**src/rtl/piezo_note_detect.sv**
```systemverilog
// piezo_note_detect
// Recovers the period of an asynchronous square wave (piezo drive line or
// external tone input) in clocks. The locked period is reported as
// note_per = period - 1, which is the same encoding the tone generator uses,
// so a detected value can be fed straight back to reproduce the tone.
//
// Flow: sig_in -> synchronizer -> registered rising-edge detect (rise) ->
// period counter -> IDLE / MEASURE / LOCKED state machine.
// A lock needs a candidate period followed by MATCH_CNT consecutive periods
// within TOL clocks of it. Once locked, small deviations are tolerated
// without touching note_per, so the reported value does not jitter.
module piezo_note_detect #(
    parameter int CNT_W     = 15,
    parameter int SYNC_STG  = 2,
    parameter int TOL       = 4,
    parameter int MATCH_CNT = 2
) (
    input  logic             clk,
    input  logic             rst,
    input  logic             clr,
    input  logic             sig_in,
    output logic [CNT_W-1:0] note_per,
    output logic             valid,
    output logic             new_note,
    output logic             timeout
);

    // Width of the match counter; at least one bit even for MATCH_CNT = 1.
    localparam int MC_W = (MATCH_CNT < 2) ? 1 : $clog2(MATCH_CNT + 1);

    // Saturation value of the period counter; reaching it means no rise
    // arrived within the measurable range.
    localparam logic [CNT_W-1:0] CNT_MAX = {CNT_W{1'b1}};

    // Tolerance widened to the difference width so the compare never wraps.
    localparam logic [CNT_W:0]   TOL_V   = (CNT_W + 1)'(TOL);

    // Match count value that completes a lock on the next matching period.
    localparam logic [MC_W-1:0]  MC_LAST = MC_W'(MATCH_CNT - 1);

    typedef enum logic [1:0] {
        ST_IDLE    = 2'd0,
        ST_MEASURE = 2'd1,
        ST_LOCKED  = 2'd2
    } state_t;

    // Two periods count as equal when their unsigned distance is within TOL.
    // Both operands are zero-extended by one bit before subtracting so the
    // absolute difference is exact for every pair of CNT_W-bit values.
    function automatic logic within_tol(input logic [CNT_W-1:0] a,
                                        input logic [CNT_W-1:0] b);
        logic [CNT_W:0] ax;
        logic [CNT_W:0] bx;
        logic [CNT_W:0] diff;
        ax = {1'b0, a};
        bx = {1'b0, b};
        if (ax >= bx) begin
            diff = ax - bx;
        end else begin
            diff = bx - ax;
        end
        return (diff <= TOL_V);
    endfunction

    // Input conditioning
    logic [SYNC_STG-1:0] sync_r;
    logic                sync_last_r;
    logic                rise_r;

    // Period measurement and state
    logic [CNT_W-1:0]    cnt_r;
    logic [CNT_W-1:0]    cand_r;
    logic [MC_W-1:0]     mcnt_r;
    logic                have_cand_r;
    state_t              state_r;

    // Registered outputs
    logic [CNT_W-1:0]    note_per_r;
    logic                valid_r;
    logic                new_note_r;
    logic                timeout_r;

    // Decode helpers
    logic [CNT_W-1:0]    meas_s;
    logic                cnt_sat_s;
    logic                match_cand_s;
    logic                match_note_s;
    logic                timeout_evt_s;

    // Synchronize the asynchronous pin; cleared only by the hard reset.
    always_ff @(posedge clk or posedge rst) begin
        if (rst) begin
            sync_r <= '0;
        end else begin
            sync_r <= {sync_r[SYNC_STG-2:0], sig_in};
        end
    end

    // Registered rising-edge detect on the synchronized level.
    always_ff @(posedge clk or posedge rst) begin
        if (rst) begin
            sync_last_r <= 1'b0;
            rise_r      <= 1'b0;
        end else begin
            sync_last_r <= sync_r[SYNC_STG-1];
            rise_r      <= sync_r[SYNC_STG-1] & ~sync_last_r;
        end
    end

    // The counter value seen in a rise cycle is the period minus one.
    assign meas_s    = cnt_r;
    assign cnt_sat_s = (cnt_r == CNT_MAX);

    // Tolerance matches against the candidate and against the locked period.
    always_comb begin
        match_cand_s = 1'b0;
        match_note_s = 1'b0;
        if (rise_r) begin
            match_cand_s = within_tol(meas_s, cand_r);
            match_note_s = within_tol(meas_s, note_per_r);
        end else begin
            match_cand_s = 1'b0;
            match_note_s = 1'b0;
        end
    end

    // A timeout only fires while tracking a tone and a rise takes precedence.
    always_comb begin
        timeout_evt_s = 1'b0;
        if ((state_r != ST_IDLE) && !rise_r && cnt_sat_s) begin
            timeout_evt_s = 1'b1;
        end else begin
            timeout_evt_s = 1'b0;
        end
    end

    // Period counter: zeroed on rise/clear/timeout, saturating count otherwise.
    always_ff @(posedge clk or posedge rst) begin
        if (rst) begin
            cnt_r <= '0;
        end else if (clr || rise_r || timeout_evt_s) begin
            cnt_r <= '0;
        end else if ((state_r != ST_IDLE) && !cnt_sat_s) begin
            cnt_r <= cnt_r + CNT_W'(1);
        end else begin
            cnt_r <= cnt_r;
        end
    end

    // Lock state machine with registered status outputs.
    always_ff @(posedge clk or posedge rst) begin
        if (rst) begin
            state_r     <= ST_IDLE;
            cand_r      <= '0;
            mcnt_r      <= '0;
            have_cand_r <= 1'b0;
            note_per_r  <= '0;
            valid_r     <= 1'b0;
            new_note_r  <= 1'b0;
            timeout_r   <= 1'b0;
        end else if (clr) begin
            // Clear wins over everything except reset; note_per is kept.
            state_r     <= ST_IDLE;
            mcnt_r      <= '0;
            have_cand_r <= 1'b0;
            valid_r     <= 1'b0;
            new_note_r  <= 1'b0;
            timeout_r   <= 1'b0;
        end else begin
            new_note_r <= 1'b0;
            case (state_r)
                ST_IDLE: begin
                    if (rise_r) begin
                        // This rise only starts the first period.
                        state_r     <= ST_MEASURE;
                        timeout_r   <= 1'b0;
                        have_cand_r <= 1'b0;
                        mcnt_r      <= '0;
                    end else begin
                        state_r <= ST_IDLE;
                    end
                end
                ST_MEASURE: begin
                    if (rise_r) begin
                        if (!have_cand_r) begin
                            cand_r      <= meas_s;
                            have_cand_r <= 1'b1;
                            mcnt_r      <= '0;
                        end else if (match_cand_s) begin
                            if (mcnt_r == MC_LAST) begin
                                state_r    <= ST_LOCKED;
                                note_per_r <= meas_s;
                                valid_r    <= 1'b1;
                                new_note_r <= 1'b1;
                                mcnt_r     <= '0;
                            end else begin
                                mcnt_r <= mcnt_r + MC_W'(1);
                            end
                        end else begin
                            // Period changed: restart with this one as candidate.
                            cand_r <= meas_s;
                            mcnt_r <= '0;
                        end
                    end else if (cnt_sat_s) begin
                        state_r   <= ST_IDLE;
                        valid_r   <= 1'b0;
                        timeout_r <= 1'b1;
                    end else begin
                        state_r <= ST_MEASURE;
                    end
                end
                ST_LOCKED: begin
                    if (rise_r) begin
                        if (!match_note_s) begin
                            // Tone changed: drop valid, keep the old note_per.
                            state_r     <= ST_MEASURE;
                            cand_r      <= meas_s;
                            have_cand_r <= 1'b1;
                            mcnt_r      <= '0;
                            valid_r     <= 1'b0;
                        end else begin
                            state_r <= ST_LOCKED;
                        end
                    end else if (cnt_sat_s) begin
                        state_r   <= ST_IDLE;
                        valid_r   <= 1'b0;
                        timeout_r <= 1'b1;
                    end else begin
                        state_r <= ST_LOCKED;
                    end
                end
                default: begin
                    state_r     <= ST_IDLE;
                    valid_r     <= 1'b0;
                    have_cand_r <= 1'b0;
                    mcnt_r      <= '0;
                end
            endcase
        end
    end

    assign note_per = note_per_r;
    assign valid    = valid_r;
    assign new_note = new_note_r;
    assign timeout  = timeout_r;

endmodule
```
**config.mk**
```make
export PLATFORM = sky130hd
export DESIGN_NAME = piezo_note_detect
export DESIGN_NICKNAME = d
export VERILOG_FILES = /design/src/rtl/piezo_note_detect.sv
export SDC_FILE = /design/constraint.sdc
export NUM_CORES = 1
export LEC_CHECK = 0
export ABC_AREA = 1
export BUFFER_PORTS_ARGS = -buffer_cell sky130_fd_sc_hd__clkbuf_2
export CELL_PAD_IN_SITES_DETAIL_PLACEMENT = 1
export CELL_PAD_IN_SITES_GLOBAL_PLACEMENT = 1
export CORE_ASPECT_RATIO = 1.75
export CORE_MARGIN = 3
export CORE_UTILIZATION = 41
export CTS_BUF_LIST = sky130_fd_sc_hd__clkbuf_4 sky130_fd_sc_hd__clkbuf_8 sky130_fd_sc_hd__clkbuf_16
export DETAILED_ROUTE_END_ITERATION = 10
export GPL_ROUTABILITY_DRIVEN = 0
export PLACE_DENSITY_LB_ADDON = 0.25
export SETUP_SLACK_MARGIN = 0.05
export SYNTH_ARGS = -nofsm -noshare
export SYNTH_HDL_FRONTEND = slang
export SYNTH_SLANG_ARGS = --single-unit
```
**constraint.sdc**
```tcl
create_clock -name clk -period 2.5 [get_ports clk]
set_input_delay 0.625 -clock clk [delete_from_list [all_inputs] [get_ports clk]]
set_output_delay 0.625 -clock clk [all_outputs]
set_load 0.1 [all_outputs]
```
==> reports/summary.txt, run 1 <==
Worst-path end type: register data pin
Commonest cells in the netlist: nand2_1, inv_1, nand3_1
Gr usage total: 0.641
Yosys Warn Count: 0
Status: stopped before the end
Die Width: 99.7 µm
Run-stopping error: [ERROR GRT-0232] Routing congestion too high. Check the congestion heatmap in the GUI.
Ranking of synthesized cells by area: nand2_1, dfrtp_1, ha_1, inv_1, nand3_1
Initial Utilization: 0.420
Port Buffers: 21
Largest area contributor in the netlist: nand2_1
Stopped at: 5_1_grt
Root buf cell: clkbuf_16
DP HPWL: 21.3 mm
Asr flop ratio synth: 1.00
Clk sinks: 57
Synth Area per Inst: 6.01 µm²
Htree depth: 3
Num CTS Buffers: 9
CTS Buffer Depth: 2
Largest net degree at the start of global routing: 45
Share of the synthesized area in the top cell type: 0.231
Cell Area, Synth: 6290 µm²
Most common cell in the netlist: nand2_1
Net Count, Synth: 1116
Sequential area share after synthesis: 0.227
Post-synthesis register bit count: 57
Post-Syn Instances: 1047
Top FF cell, synth: dfrtp_1
Gr ovfl total: 32
# hold bufs at CTS: 0
Synth cell types: 38
GR repair worst EP: cand_r[7]$_DFFE_PP0P_/D
Io pins: 22
Chip height: 170 µm
Number of flops mapped to enable cells by yosys: 0
Num rows: 59
## timing repair
item                                    CTS
pin swaps                                13
endpoints found under the setup margin   41
gates cloned                              3
gates resized for setup                 146
buffers inserted                         22
## logic make-up after synthesis
family                     synth area share
xor gates and xnor gates             0.0139
AOI/OAI and AO/OA                    0.0851
buffers and inverters                 0.127
adders and majority gates             0.129
DFF                                   0.227
and+or+nand+nor                       0.418
## per-stage QoR
stage	hold slack, ns	setup TNS (ns)	cells	worst slack [ns]	instance area, µm²
2_1_floorplan	0.331	-1.06	1047	-0.0560	6770
3_3_place_gp	0.339	-10.02	1391	-0.307	8200
3_5_place_dp	0.361	-12.94	1391	-0.405	8200
4_1_cts	0.240	-5.68	1431	-0.222	9280
## layer usage
| layer | track usage | GRT overflow |
|---|---|---|
| met4 | 0.650 | 17 |
| met5 | 0.0562 | 0 |
| met1 | 0.638 | 0 |
| met2 | 0.903 | 15 |
| met3 | 0.353 | 0 |
==> inputs of run 2 (changes only) <==
- CELL_PAD_IN_SITES_DETAIL_PLACEMENT: 1 -> unset
- CELL_PAD_IN_SITES_GLOBAL_PLACEMENT: 1 -> unset
- CORE_ASPECT_RATIO: 1.75 -> unset
- CORE_UTILIZATION: 41 -> 30
- CTS_BUF_LIST: sky130_fd_sc_hd__clkbuf_4 sky130_fd_sc_hd__clkbuf_8 sky130_fd_sc_hd__clkbuf_16 -> unset
- PLACE_DENSITY_LB_ADDON: 0.25 -> 0.15
- SETUP_SLACK_MARGIN: 0.05 -> unset
- clock period: 2.5 -> 3.2 ns (I/O delays scaled with it)
==> run 2 against run 1 <==
The flow now finishes without violations. Synthesized cell count unchanged. Area after synthesis is the same.
==> reports/summary.txt, run 2 <==
Status: finished clean
Top FF cell, synth: dfrtp_1
Design Area, Final: 7360 µm²
Share of the synthesized area in the top cell type: 0.231
Crit path launch type: flip-flop
CTS Buffer Depth: 2
Yosys Warn Count: 0
Number of flops mapped to enable cells by yosys: 0
Max Slew Vio Count: 0
Setup CP Type: reg2reg
CTS tree: done
Period utilization: 0.918
Reg clk slew, reported paths: 0.06 ns
Largest area contributor in the netlist: nand2_1
Most common cell after layout, fill and taps aside: nand2_1
Leakage: 4.16 nW
Final wirelength: 19.2 mm
Worst setup path start: cnt_r[6]$_DFFE_PP0P_
Sw Share: 0.459
Switching Power: 1.82 mW
Die area: 22800 µm²
Final Worst Setup Slack: 0.261 ns
Fin nets: 1168
Post-layout util: 0.360
Htree depth: 3
Worst r2r src: cnt_r[6]$_DFFE_PP0P_
Placed insts: 1357
Clk sinks: 57
Xor and xnor area share after synthesis: 0.0139
Mux contribution to synthesized area: 0
Chip height: 151 µm
DP Worst Slack: 0.127 ns
Max-slew headroom: 0.428
Sequential group share of total power: 0.196
Vias per cell: 4.72
# hold bufs at CTS: 0
Net Count, Synth: 1116
Final hold vios: 0
Max Cap Viol: 0
Gr ovfl total: 0
Avg WL per Cell: 14.0 µm
DRC: 0
Initial Utilization: 0.308
Layout area overhead: 16.9%
Post-synthesis register bit count: 57
Synth Area in Simple Gates: 0.418
Core ar.: 20400 µm²
Final cell count without fillers: 1374
Hold Crit Class: reg2reg
Largest family of logic cells by synthesized area: simple AND/OR/NAND/NOR gates
HP Start: sync_r[0]$_DFF_PP0_
Commonest cells in the netlist: nand2_1, inv_1, nand3_1
Peak VDD IR: 0.219 mV
Power Density: 541 nW/µm²
Worst-Skew Late Latency: 0.33 ns
Num rows: 52
Most common cell in the netlist: nand2_1
Vias in the first global route: 5950
Synth Area per Inst: 6.01 µm²
Gr usage total: 0.172
Post-synthesis compound-gate area fraction: 0.0851
P_int: 2.15 mW
Fmax: 340 MHz
Post-place instance area: 6920 µm²
Worst Max-Slew Pin Slew: 0.857 ns
Root buf cell: clkbuf_16
Post-CTS setup buffer count: 0
Final Setup Violations: 0
Clk network pwr share: 0.263
Die Width: 151 µm
Asr flop ratio synth: 1.00
Clock Skew: 0.00801 ns
Routed via count: 6480
Routed Antenna Nets: 0
Num CTS Buffers: 9
Most frequent cells in the layout: nand2_1, inv_1, nand3_1
Io pins: 22
Port Buffers: 21
Antenna violations before repair: 0
Initial DRC count: 391
N_diodes: 0
Synth cell types: 38
Cell Area, Synth: 6290 µm²
Design Power: 3.98 mW
Ranking of synthesized cells by area: nand2_1, dfrtp_1, ha_1, inv_1, nand3_1
First-pass GRT wire length: 31.3 mm
Comb pwr share: 0.541
Critical Path Sink Type: flip-flop
Post-Synth Adder-Cell Area: 0.129
Pre-Repair DR Iteration Count: 5
DP HPWL: 15.9 mm
Worst Path Required: 3.41 ns
Sequential area share after synthesis: 0.227
Worst Path Arrival: 3.15 ns
Layout cell share with drive strength beyond 1: 0.117
Min Clock Period, post-route: 2.94 ns
Post-Syn Instances: 1047
Largest net degree at the start of global routing: 41
CP Max Fanout: 14
-- run 2: cells by family after synthesis --
logic type	after synthesis
AO/OA/AOI/OAI	95
XOR/XNOR	10
adder cells (fa/ha/maj)	65
buffers and inverters	203
flip-flops	57
AND/OR/NAND/NOR	617
-- run 2: area by class of cell --
type                    count  area (µm²)
fillers                  2342       13100
multi-input cells         788        4180
flip-flops and latches     57        1430
inverters                 188         706
repair buffers             55         373
well taps                 270         338
clock buffers               9         225
clock inverters             7         103
-- run 2: final timing paths --
kind                                            end  slack [ns]  depth (start not counted)
max                           cand_r[0]$_DFFE_PP0P_        0.26                         19
max reg2reg                   cand_r[0]$_DFFE_PP0P_        0.26                         19
min                             sync_r[1]$_DFF_PP0_        0.35                          0
max in group asynchronous      cnt_r[3]$_DFFE_PP0P_        1.84                          3
min in group asynchronous  note_per[11]$_DFFE_PP0P_        0.63                          2
min reg2reg                     sync_r[1]$_DFF_PP0_        0.35                          0
-- run 2: critical path, cell delays in order, from the launching register on --
cell and delay (ns):
dfrtp_2 0.44, inv_1 0.10, ha_2 0.34, nand2_2 0.14, inv_2 0.05, a21oi_1 0.19, nand2_1 0.15, nand2_1 0.12
nand2_1 0.10, nor2_4 0.16, nand2_1 0.07, nand2_1 0.07, nand2_1 0.06, nor2_2 0.12, nand2_1 0.09, nor2_4 0.16
nand2_4 0.16, buf_4 0.19, nand4_1 0.06, nand2_1 0.05
-- run 2: routing by layer --
metal	GRT usage	wire length [µm]	up-vias
li1	-	-	3415
met1	0.260	10100	2926
met2	0.265	8210	130
met3	0.0272	706	9
met4	0.0236	111	0
met5	0	0	-
-- run 2: timing repair --
| action | in CTS | in global routing |
|---|---|---|
| endpoints found under the setup margin | 0 | 34 |
| resized for setup | 0 | 35 |
| hold endpoints to repair | 0 | 0 |
-- run 2: power by group through the flow --
stage	Combinational [mW]	Sequential (mW)	Clock [mW]
floorplan	1.56	0.787	0
global placement	2.09	0.793	0
detailed placement	2.08	0.792	0
CTS	2.09	0.780	1.08
global route	2.44	0.784	1.12
finish	2.15	0.780	1.05
-- run 2: stage by stage --
step	hold slack [ns]	TNS, ns
after floorplan	0.331	0
after global placement	0.335	0
after detailed placement	0.340	0
after CTS	0.354	0
after global routing	0.365	-0.00750
final	0.352	0
No activity file was read; power rests on OpenSTA's default activity.
==> inputs of run 3 (changes only) <==
- BUFFER_PORTS_ARGS: -buffer_cell sky130_fd_sc_hd__clkbuf_2 -> -buffer_cell sky130_fd_sc_hd__buf_2
- CTS_CLUSTER_SIZE: unset -> 24
==> run 3 against run 2 <==
Cell area up 0.10%. Largest cell class unchanged. Sequential share of layout area shrank 0.054 points. Critical endpoint is now cand_r[2]$_DFFE_PP0P_. Clock power up 9%. Sequential power barely moved. Flip-flop and latch count did not move.
==> reports/summary.txt, run 3 (synthesis gave the netlist of run 2 again) <==
Setup CP Type: reg2reg
Fmax: 335 MHz
Layout cell share with drive strength beyond 1: 0.111
Design Area, Final: 7370 µm²
Sequential group share of total power: 0.193
Io pins: 22
Comb pwr share: 0.524
Clk sinks: 57
Setup TNS: 0 ns
GRT busiest layer: met1
Vias in the first global route: 5732
Vias per cell: 4.69
Switching Power: 1.77 mW
Worst reg2reg setup slack: 0.21 ns
Die area: 22800 µm²
Routing usage on met1: 0.262
Most frequent cells in the layout: nand2_1, inv_1, nand3_1
Worst r2r src: cnt_r[10]$_DFFE_PP0P_
Placed insts: 1357
Avg WL per Cell: 13.8 µm
DRC: 0
Reg2reg path depth: 15
Routed Antenna Nets: 0
Pre-Repair DR Iteration Count: 5
Final cell count without fillers: 1374
CTS tree: done
Worst-Skew Late Latency: 0.33 ns
Htree depth: 3
Leakage: 4.20 nW
Most common cell after layout, fill and taps aside: nand2_1
Num CTS Buffers: 9
Max Cap Viol: 0
Status: finished clean
Root buf cell: clkbuf_16
HP Start: sync_r[0]$_DFF_PP0_
Reg clk slew, reported paths: 0.05 ns
Design Power: 4.04 mW
CTS Buffer Depth: 2
Num rows: 52
RSZ-0062 raised after global routing: no
Post-place instance area: 6920 µm²
Final Setup Violations: 0
Min Clock Period, post-route: 2.99 ns
Largest net degree at the start of global routing: 58
Crit path launch type: flip-flop
Die Width: 151 µm
Gr usage total: 0.170
Layout area overhead: 17.0%
Hold depth: 0
Grt met3 use: 0.0242
GR Util met2: 0.259
P_int: 2.27 mW
Final hold vios: 0
Clock Skew: 0.00931 ns
Power Density: 549 nW/µm²
Hold Crit Class: reg2reg
Hold endpoint: sync_r[1]$_DFF_PP0_
Gr ovfl total: 0
Chip height: 151 µm
Core ar.: 20400 µm²
Worst Path Required: 3.41 ns
Period utilization: 0.934
First-pass GRT wire length: 30.9 mm
Clk network pwr share: 0.283
Fill count: 2352
CP Max Fanout: 12
Max Slew Vio Count: 0
Initial Utilization: 0.308
Final wirelength: 19.0 mm
Max-slew headroom: 0.495
Worst Max-Slew Pin Slew: 0.758 ns
Antenna violations before repair: 0
Final Worst Setup Slack: 0.212 ns
Peak VDD IR: 0.245 mV
Worst Path Arrival: 3.20 ns
Initial DRC count: 434
Sw Share: 0.439
Routed via count: 6439
Worst R2R End: cand_r[2]$_DFFE_PP0P_
Port Buffers: 21
DP HPWL: 15.8 mm
N_diodes: 0
Fin nets: 1168
DP Worst Slack: 0.191 ns
Critical Path Sink Type: flip-flop
## run 3: power by group through the flow
stage          Combinational (mW)  Sequential (mW)  Clock, mW
2_1_floorplan                1.56            0.787          0
3_3_place_gp                 2.07            0.792          0
3_5_place_dp                 2.07            0.791          0
4_1_cts                      2.08            0.779       1.17
5_1_grt                      2.42            0.784       1.21
6_report                     2.12            0.780       1.14
## run 3: worst max-delay path by stage
| stage | from | endpoint | slack [ns] | depth (start not counted) |
|---|---|---|---|---|
| 2_1_floorplan | note_per[6]$_DFFE_PP0P_ | cand_r[0]$_DFFE_PP0P_ | 0.13 | 18 |
| 5_1_grt | note_per[8]$_DFFE_PP0P_ | cand_r[14]$_DFFE_PP0P_ | 0.001 | 17 |
| 3_3_place_gp | cnt_r[6]$_DFFE_PP0P_ | cand_r[0]$_DFFE_PP0P_ | 0.17 | 18 |
| 6_report | cnt_r[10]$_DFFE_PP0P_ | cand_r[2]$_DFFE_PP0P_ | 0.21 | 15 |
| 3_5_place_dp | cnt_r[6]$_DFFE_PP0P_ | cand_r[2]$_DFFE_PP0P_ | 0.19 | 18 |
| 4_1_cts | cnt_r[6]$_DFFE_PP0P_ | cand_r[2]$_DFFE_PP0P_ | 0.16 | 18 |
## run 3: critical path, stage by stage (launching register included)
cell	delay [ns]
dfrtp_2	0.45
ha_1	0.45
nand2_1	0.17
nor2_1	0.27
inv_1	0.07
nor2_1	0.09
nand2_1	0.07
nand4_1	0.10
nand4_1	0.10
nor2_1	0.20
nand4_1	0.11
nand2_1	0.19
nand2_2	0.20
buf_4	0.24
nand4_1	0.10
nand2_1	0.06
## run 3: metal layers
layer / share of wire / up-vias
met4: 0.0082 / 0
met3: 0.041 / 10
met2: 0.43 / 144
met1: 0.52 / 2880
li1: - / 3405
met5: 0 / -
## run 3: timing repair
action,CTS,global route
gates resized for setup,0,28
hold buffers,0,0
buffers inserted,0,0
endpoints found under the setup margin,0,30
## run 3: area by class of cell
type / count / area, µm² / area share
multi-input cells: 788 / 4160 / 0.565
flip-flops and latches: 57 / 1430 / 0.194
inverters: 188 / 706 / 0.0958
repair buffers: 55 / 373 / 0.0506
well taps: 270 / 338 / 0.0459
clock buffers: 12 / 256 / 0.0348
clock inverters: 4 / 98.8 / 0.0134
## run 3: stage by stage
stage | hold WS [ns] | util
floorplan | 0.331 | -
global placement | 0.341 | 0.339
detailed placement | 0.343 | 0.339
CTS | 0.356 | 0.356
global route | 0.356 | 0.361
finish | 0.352 | 0.361
==> inputs of run 4 (changes only) <==
- RECOVER_POWER: unset -> 25
==> run 4 against run 3 <==
Worst hold slack is the same. Critical endpoint unchanged. Critical path depth is the same. Combinational power is essentially flat. Register-to-register slack is essentially flat. Via count is the same. Cell count is the same. Sequential power is essentially flat.
==> reports/summary.txt, run 4 (synthesis gave the netlist of run 2 again) <==
Setup CP Type: reg2reg
Leakage: 4.20 nW
Num CTS Buffers: 9
Num rows: 52
Setup TNS: 0 ns
Worst Path Required: 3.41 ns
Critical path's top delay family: simple AND/OR/NAND/NOR gates
Die Width: 151 µm
Max Slew Vio Count: 0
# hold bufs at CTS: 0
RSZ-0062 raised after global routing: no
Crit path launch type: flip-flop
Peak VDD IR: 0.245 mV
Vias in the first global route: 5732
Fmax: 335 MHz
Final hold vios: 0
Fin nets: 1168
Htree depth: 3
Initial DRC count: 434
CTS Buffer Depth: 2
CP Max Fanout: 12
Placed insts: 1357
DP HPWL: 15.8 mm
Gr ovfl total: 0
Pre-Repair DR Iteration Count: 5
Worst path bufs/invs: 2
Most frequent cells in the layout: nand2_1, inv_1, nand3_1
Most common cell after layout, fill and taps aside: nand2_1
CP max-delay cell: dfrtp_2
Antenna violations before repair: 0
Final cell count without fillers: 1374
Vias per cell: 4.69
Layout cell share with drive strength beyond 1: 0.110
Largest net degree at the start of global routing: 58
Worst-Skew Late Latency: 0.33 ns
Avg WL per Cell: 13.8 µm
Initial Utilization: 0.308
Critical Path Sink Type: flip-flop
Post-CTS setup buffer count: 0
Core ar.: 20400 µm²
Design Area, Final: 7360 µm²
Chip height: 151 µm
CP max stage delay: 0.45 ns
Clk sinks: 57
Root buf cell: clkbuf_16
Power Density: 549 nW/µm²
DRC: 0
Port Buffers: 21
Io pins: 22
Final Worst Setup Slack: 0.212 ns
Status: finished clean
First-pass GRT wire length: 30.9 mm
Min Clock Period, post-route: 2.99 ns
N_diodes: 0
Layout area overhead: 17.0%
Routed via count: 6439
Worst Max-Slew Pin Slew: 1.47 ns
Design Power: 4.04 mW
Routed Antenna Nets: 0
Period utilization: 0.934
Post_cts resized: 0
Worst Path Arrival: 3.20 ns
Hold Crit Class: reg2reg
Max-slew headroom: 0.0175
Max Cap Viol: 0
Post-place instance area: 6920 µm²
Clock Skew: 0.00931 ns
Die area: 22800 µm²
Final wirelength: 19.0 mm
Reg clk slew, reported paths: 0.05 ns
Final Setup Violations: 0
Gr usage total: 0.170
Critical-path cell list: ha_1, nand2_1, nor2_1, inv_1, nor2_1, nand2_1, nand4_1, nand4_1, nor2_1, nand4_1, nand2_1, nand2_2, buf_4, nand4_1, nand2_1
CTS tree: done
DP Worst Slack: 0.191 ns
-- run 4: power breakdown --
part	internal [mW]	leakage, nW	switching (mW)
sequential	0.752	0.775	0.0279
clock	0.804	0.173	0.338
combinational	0.710	3.25	1.41
total	2.27	4.20	1.77
-- run 4: layout make-up --
cell class / instances / area [µm²]
sequential: 57 / 1430
fill: 2352 / 13100
clock inverter: 4 / 98.8
inverter: 188 / 706
multi-input combinational: 788 / 4160
timing repair buffer: 55 / 370
tap: 270 / 338
clock buffer: 12 / 256
-- run 4: worst paths after layout --
check,from,end,slack [ns],depth (start not counted)
setup / recovery,cnt_r[10]$_DFFE_PP0P_,cand_r[2]$_DFFE_PP0P_,0.21,15
hold / removal,sync_r[0]$_DFF_PP0_,sync_r[1]$_DFF_PP0_,0.35,0
setup reg to reg,cnt_r[10]$_DFFE_PP0P_,cand_r[2]$_DFFE_PP0P_,0.21,15
hold reg to reg,sync_r[0]$_DFF_PP0_,sync_r[1]$_DFF_PP0_,0.35,0
max in group asynchronous,rst,cnt_r[2]$_DFFE_PP0P_,1.23,3
min in group asynchronous,rst,sync_r[1]$_DFF_PP0_,0.97,3
-- run 4: through the flow --
stage / utilization / hold WS (ns)
4_1_cts: 0.356 / 0.356
5_1_grt: 0.360 / 0.356
3_5_place_dp: 0.339 / 0.343
3_3_place_gp: 0.339 / 0.341
2_1_floorplan: - / 0.331
6_report: 0.360 / 0.352
-- run 4: metal layers --
metal | global-route usage | up-vias | wire length, µm | share of wire
met3 | 0.0242 | 10 | 780 | 0.041
li1 | - | 3405 | - | -
met4 | 0.0222 | 0 | 155 | 0.0082
met2 | 0.259 | 144 | 8190 | 0.43
met1 | 0.262 | 2880 | 9870 | 0.52
met5 | 0 | - | 0 | 0
